<file path="src/rtl/mvd_mvp_sel.sv">
// Sequential AMVP predictor selector: streams up to MAX_CAND candidates past an external
// mvd_getBits instance and keeps the valid candidate with the lowest MVD bit cost.
module mvd_mvp_sel #(
  parameter int unsigned FMV_W    = 14,
  parameter int unsigned MVD_W    = 16,
  parameter int unsigned MAX_CAND = 4,
  localparam int unsigned IDX_W   = $clog2(MAX_CAND)
) (
  input  logic                 clk,
  input  logic                 rstn,
  input  logic                 start_i,
  input  logic [2:0]           cand_num_i,
  input  logic [2*FMV_W-1:0]   mv_i,
  output logic                 cand_rd_en_o,
  output logic [IDX_W-1:0]     cand_rd_addr_o,
  input  logic [2*FMV_W:0]     cand_rd_data_i,
  output logic [2*FMV_W-1:0]   gb_mv_o,
  output logic [2*FMV_W-1:0]   gb_mvp_o,
  input  logic [5:0]           gb_bits_i,
  input  logic [2*MVD_W-1:0]   gb_mvd_i,
  output logic                 busy_o,
  output logic                 done_o,
  output logic                 best_vld_o,
  output logic [IDX_W-1:0]     best_idx_o,
  output logic [2*MVD_W-1:0]   best_mvd_o,
  output logic [5:0]           best_bits_o
);

  localparam int unsigned NUM_W = 3;

  typedef enum logic [1:0] {StIdle, StRead, StDrain, StDone} state_e;

  state_e               state_q, state_d;
  logic [2*FMV_W-1:0]   mv_q;
  logic [NUM_W-1:0]     num_q, num_clamp;
  logic [IDX_W-1:0]     addr_q, cmp_idx_q;
  logic                 rd_pend_q;
  logic                 best_vld_q;
  logic [IDX_W-1:0]     best_idx_q;
  logic [2*MVD_W-1:0]   best_mvd_q;
  logic [5:0]           best_bits_q;
  logic                 start_go, last_addr, cand_vld, upd;

  assign num_clamp = (cand_num_i > NUM_W'(MAX_CAND)) ? NUM_W'(MAX_CAND) : cand_num_i;
  assign start_go  = (state_q == StIdle) && start_i;
  assign last_addr = (NUM_W'(addr_q) + NUM_W'(1)) == num_q;
  assign cand_vld  = cand_rd_data_i[2*FMV_W];
  // Strict less-than so that ties keep the earlier (lower-index) candidate.
  assign upd       = rd_pend_q && cand_vld && (gb_bits_i < best_bits_q);

  always_comb begin
    state_d = state_q;
    unique case (state_q)
      StIdle: begin
        if (start_i) state_d = (num_clamp == '0) ? StDone : StRead;
      end
      StRead: begin
        if (last_addr) state_d = StDrain;
      end
      StDrain: state_d = StDone;
      StDone:  state_d = StIdle;
      default: state_d = StIdle;
    endcase
  end

  always_ff @(posedge clk or negedge rstn) begin
    if (!rstn) begin
      state_q     <= StIdle;
      mv_q        <= '0;
      num_q       <= '0;
      addr_q      <= '0;
      cmp_idx_q   <= '0;
      rd_pend_q   <= 1'b0;
      best_vld_q  <= 1'b0;
      best_idx_q  <= '0;
      best_mvd_q  <= '0;
      best_bits_q <= 6'h3F;
    end else begin
      state_q   <= state_d;
      rd_pend_q <= cand_rd_en_o;
      cmp_idx_q <= addr_q;
      if (start_go) begin
        mv_q        <= mv_i;
        num_q       <= num_clamp;
        addr_q      <= '0;
        best_vld_q  <= 1'b0;
        best_idx_q  <= '0;
        best_mvd_q  <= '0;
        best_bits_q <= 6'h3F;
      end else begin
        if (state_q == StRead) addr_q <= addr_q + IDX_W'(1);
        if (upd) begin
          best_vld_q  <= 1'b1;
          best_idx_q  <= cmp_idx_q;
          best_mvd_q  <= gb_mvd_i;
          best_bits_q <= gb_bits_i;
        end
      end
    end
  end

  assign cand_rd_en_o   = (state_q == StRead);
  assign cand_rd_addr_o = addr_q;
  assign gb_mv_o        = mv_q;
  // Only forward buffer data while a read is in flight; otherwise hold the bus at zero.
  assign gb_mvp_o       = rd_pend_q ? cand_rd_data_i[2*FMV_W-1:0] : '0;
  assign busy_o         = (state_q != StIdle);
  assign done_o         = (state_q == StDone);
  assign best_vld_o     = best_vld_q;
  assign best_idx_o     = best_idx_q;
  assign best_mvd_o     = best_mvd_q;
  assign best_bits_o    = best_bits_q;

endmodule
</file>
<file path="config.mk">
export PLATFORM = sky130hd
export DESIGN_NAME = mvd_mvp_sel
export DESIGN_NICKNAME = d
export VERILOG_FILES = /design/src/rtl/mvd_mvp_sel.sv
export SDC_FILE = /design/constraint.sdc
export NUM_CORES = 1
export LEC_CHECK = 0
export CORE_MARGIN = 2
export CORE_UTILIZATION = 42
export DETAILED_ROUTE_END_ITERATION = 10
export MAX_ROUTING_LAYER = met4
export PLACE_DENSITY = 0.85
export SETUP_SLACK_MARGIN = 0.15
export SLEW_MARGIN = 20
export SYNTH_ARGS = -nofsm -noshare
export SYNTH_HDL_FRONTEND = slang
export SYNTH_SLANG_ARGS = --single-unit
</file>
<file path="constraint.sdc">
create_clock -name clk -period 3.68 [get_ports clk]
set_input_delay 1.104 -clock clk [delete_from_list [all_inputs] [get_ports clk]]
set_output_delay 1.104 -clock clk [all_outputs]
set_load 0.02 [all_outputs]
</file>
[Word level (Yosys, flattened, before mapping)]
Cells that the tools add are included.
Cells by class
  $add $sub $neg: 2
  order comparisons: 2
  equal/unequal tests: 6
  muxes and demuxes: 16
  reduce and logical (&&, ||, !) cells: 9
Operators by type and width (number)
  2-to-1 mux 32 bit: 2
  2-to-1 mux 28 bit: 1
  2-to-1 mux 2 bit: 7
  2-to-1 mux 6 bit: 2
  one-hot mux 2 bit (4 select lines): 1
  less-than comparator 6 bit: 1
  nonzero test 2 bit: 3
  equality test 2 bit (second input constant): 2
  adder 2 x 1 -> 3 bit (second input constant): 1
  equality test 3 bit: 1
  greater-than comparator 3 bit (second input constant): 1
  logical AND 1 bit: 3
  logical NOT 3 bit: 1
  2-to-1 mux 3 bit: 1
  adder 2 x 1 -> 2 bit (second input constant): 1
  equality test 2 x 1 -> 1 bit (second input constant): 1
  logical NOT 2 bit: 1
  2-to-1 mux 1 bit: 2
  inequality test 2 x 1 -> 1 bit (second input constant): 1
  inequality test 2 bit (second input constant): 1
  AND reduction 2 bit: 1
Word-level totals
  register bits: 79
  input bits: 101
  output and inout bits: 102
  word-level logic and storage cells: 45

[Logic depth before layout (Yosys ltp)]
  depth after elaboration: 6
  mapped depth: 8
  gate-level depth less buffers: 6

[Worst setup path after synthesis]
Ideal clock, no wire load.
  path type: input-to-output
  from: input port cand_rd_data_i[0]
  to: output port gb_mvp_o[0]
  arrival: 1.320 ns
  required time: 2.576 ns
  setup slack: 1.256 ns
  stages on the path: 1
  path through: and2_1
Between the ends
  longest elaborated chain between the ends: 1
RTL lines
  start, declared: line 16  | input logic [2*FMV_W:0] cand_rd_data_i,
  2-to-1 mux 28 bit: line 106  | assign gb_mvp_o = rd_pend_q ? cand_rd_data_i[2*FMV_W-1:0] : '0;
  end, declared: line 18  | output logic [2*FMV_W-1:0] gb_mvp_o,
No other way between the ends.

[Final worst setup path]
  from: input port cand_rd_data_i[10]
  to: output port gb_mvp_o[10]
Same word-level chain as after synthesis.

==> metrics.md <==
| Metric | Value |
|---|---|
| Resized cells post-CTS | 0 |
| CORE AREA | 8721 um2 |
| Status | finished, final reports clean |
| Synth Area in Adders | 0.03651 |
| Routed via count | 3,156 |
| CTS tree | built |
| CTS root buf | clkbuf_8 |
| YS warnings | 0 |
| Synth cell types | 33 |
| Worst-skew pair later-pin latency | 0.34 ns |
| Share of layout cells above drive strength 1 | 0.1141 |
| Placed inst area | 5824 um2 |
| IO buf count | 202 |
| Final period util | 0.9306 |
| Vias per cell | 4.782 |
| FP Rows | 34 |
| Sequential area share after synthesis | 0.5264 |
| # nets final | 660 |
| H-tree levels | 3 |
| RSZ-0062 raised after global routing | false |
| Fin crit period | 3.425 ns |
| CTS clk-pin slew, worst paths | 0.08 ns |
| Highest clock rate | 292.0 MHz |
| Post-synthesis xor/xnor area fraction | 0.009293 |
| Syn_nets | 464 |
| EDFF count, synth | 0 |
| Element type at the critical path end | primary output |
| Routed WL per cell | 15.20 um |
| Largest net degree at the start of global routing | 80 |
| Skew final | 0.01140 ns |
| Post-Synthesis Cells | 352 |
| Leak Pwr | 2.714 nW |
| Antenna cells | 0 |
| Final instance area | 6086 um2 |
| Initial DRC Count | 85 |
| ANT nets after route | 0 |
| Synth Area in Compound Gates | 0.1633 |
| Seq cells post-synth | 79 |
| Post-synth ARST share | 1.000 |
| Reg2Reg Setup Slack | 1.74 ns |
| Overall routing resource usage | 0.2141 |
| Die W | 98.74 um |
| Die height | 98.74 um |
| Post-synth top flop | dfrtp_1 |
| Post-detail-place hpwl | 7374 um |
| Mapped cell area | 3770 um2 |
| Number of global-route vias before repair | 3,187 |
| Placer Congestion | 0.7685 |
| Area grow syn2layout | 61.43% |
| Final hold violations | 0 |
| Setup_tns | 0 ns |
| CP startpoint kind | input pin |
| Post-synthesis mux area share | 0.01062 |
| Slew margin rel. | 0.5156 |
| Most common cell after layout, fill and taps aside | clkdlybuf4s50_1 |
| Most frequent cells in the layout | clkdlybuf4s50_1, nand2_1, dfrtp_1, o2bb2ai_2, and2_1 |
| Required time of the critical path | 2.58 ns |
| First-pass GRT wire length | 16,400 um |
| Slew Limit Fails | 0 |
| WS Path Type | in2out |
| Synth Area in Simple Gates | 0.2015 |
| Slew @ Worst Pin | 0.7265 ns |
| CTS buffer count | 9 |
| DRC Markers | 0 |
| Fillers | 645 |
| CP Max Fanout | 1 |
| Starting Density | 0.4323 |
| Grt total ovfl | 0 |
| Peak supply drop | 0.4571 mV |
| Pwr/cell area | 828.5 nW/um2 |
| Clock buffer depth | 2 |
| Final Setup Violations | 0 |
| Worst hold path type | reg2reg |
| Hold buffers post-CTS | 0 |
| Number of I/O pins | 203 |
| Setup bufs post-CTS | 0 |
| Routed WL | 10,030 um |
| Max-cap violation count | 0 |
| CTS Sinks | 79 |
| Arr. time, crit path | 2.32 ns |
| First-pass iteration count of the detailed router | 4 |
| Antenna violations before repair | 0 |
| Die ar. | 9750 um2 |
| Largest family of logic cells by synthesized area | simple AND/OR/NAND/NOR gates |
| Mean Syn Cell Area | 10.71 um2 |
==> cell families after synthesis <==
group | after synthesis
muxes | 4
and+or+nand+nor | 175
adders and majority gates | 11
AOI/OAI and AO/OA | 49
buffers and inverters | 30
xor gates and xnor gates | 4
DFF | 79
==> through the flow <==
stage | utilization | power [mW] | setup WS, ns | instances | hold WS, ns
3_3_place_gp | 0.6679 | 4.163 | 0.2673 | 645 | 0.4428
5_1_grt | 0.6978 | 5.361 | 0.2126 | 660 | 0.4736
6_report | 0.6978 | 5.042 | 0.2552 | 660 | 0.4513
2_1_floorplan | - | 3.038 | 1.256 | 352 | 0.4477
3_5_place_dp | 0.6679 | 4.265 | 0.2608 | 645 | 0.4463
4_1_cts | 0.6974 | 5.107 | 0.2521 | 660 | 0.4592
==> synth_stat cells, types with 2 or more instances <==
| master | count | share of area |
|---|---|---|
| o2bb2ai_1 | 4 | 0.0093 |
| and2_1 | 29 | 0.048 |
| buf_12 | 3 | 0.016 |
| buf_6 | 4 | 0.012 |
| dfrtp_1 | 73 | 0.48 |
| clkbuf_1 | 7 | 0.0070 |
| o2111a_1 | 2 | 0.0060 |
| xnor2_1 | 2 | 0.0046 |
| dfstp_2 | 6 | 0.042 |
| o2bb2ai_2 | 30 | 0.12 |
| inv_1 | 8 | 0.0080 |
| nor2_1 | 9 | 0.0090 |
| a2bb2oi_1 | 6 | 0.014 |
| ha_1 | 11 | 0.037 |
| mux2i_1 | 4 | 0.011 |
| xor2_1 | 2 | 0.0046 |
| nand2_1 | 130 | 0.13 |
| buf_2 | 2 | 0.0027 |
| buf_1 | 5 | 0.0050 |
| nand3b_1 | 2 | 0.0040 |
==> sequential cells by signal, indices dropped and copies added, names as in the netlist <==
signal / flops
best_bits_o: 6
best_idx_o: 2
best_mvd_o: 32
best_vld_o: 1
cand_rd_addr_o: 2
cmp_idx_q: 2
gb_mv_o: 28
num_q: 3
rd_pend_q: 1
state_q: 2
==> where the power goes <==
| group | internal [mW] | switching, mW |
|---|---|---|
| sequential | 1.28 | 0.253 |
| clock | 0.516 | 0.307 |
| combinational | 1.28 | 1.40 |
| total | 3.08 | 1.96 |
==> routing by layer <==
| layer | wire (um) | track usage |
|---|---|---|
| met4 | 159 | 0.05901 |
| met1 | 4308 | 0.2802 |
| met2 | 5093 | 0.3384 |
| met3 | 469 | 0.04752 |
| met5 | 0 | - |
==> path summary, 6_finish.rpt <==
check,from,end,depth (start not counted)
setup / recovery,cand_rd_data_i[10],gb_mvp_o[10],3
hold / removal,cand_rd_addr_o[1],cmp_idx_q[1],0
setup reg to reg,rd_pend_q,best_mvd_o[8],5
hold reg to reg,cand_rd_addr_o[1],cmp_idx_q[1],0
max in group asynchronous,rstn,gb_mv_o[9],1
min in group asynchronous,rstn,best_mvd_o[28],1
==> critical path: stages <==
cell and delay, ns:
clkdlybuf4s50_1 0.46, and2_1 0.15, clkdlybuf4s50_1 0.61
==> cell type report <==
| class | instances | area [um2] | share of cell area |
|---|---|---|---|
| multi-input cells | 243 | 1593 | 0.2617 |
| inverters | 8 | 30.03 | 0.004934 |
| flip-flops and latches | 79 | 1984 | 0.3261 |
| well taps | 108 | 135.1 | 0.02220 |
| repair buffers | 207 | 2086 | 0.3427 |
| clock inverters | 6 | 133.9 | 0.02200 |
| clock buffers | 9 | 123.9 | 0.02035 |
Power figures use the tool's default switching activity.
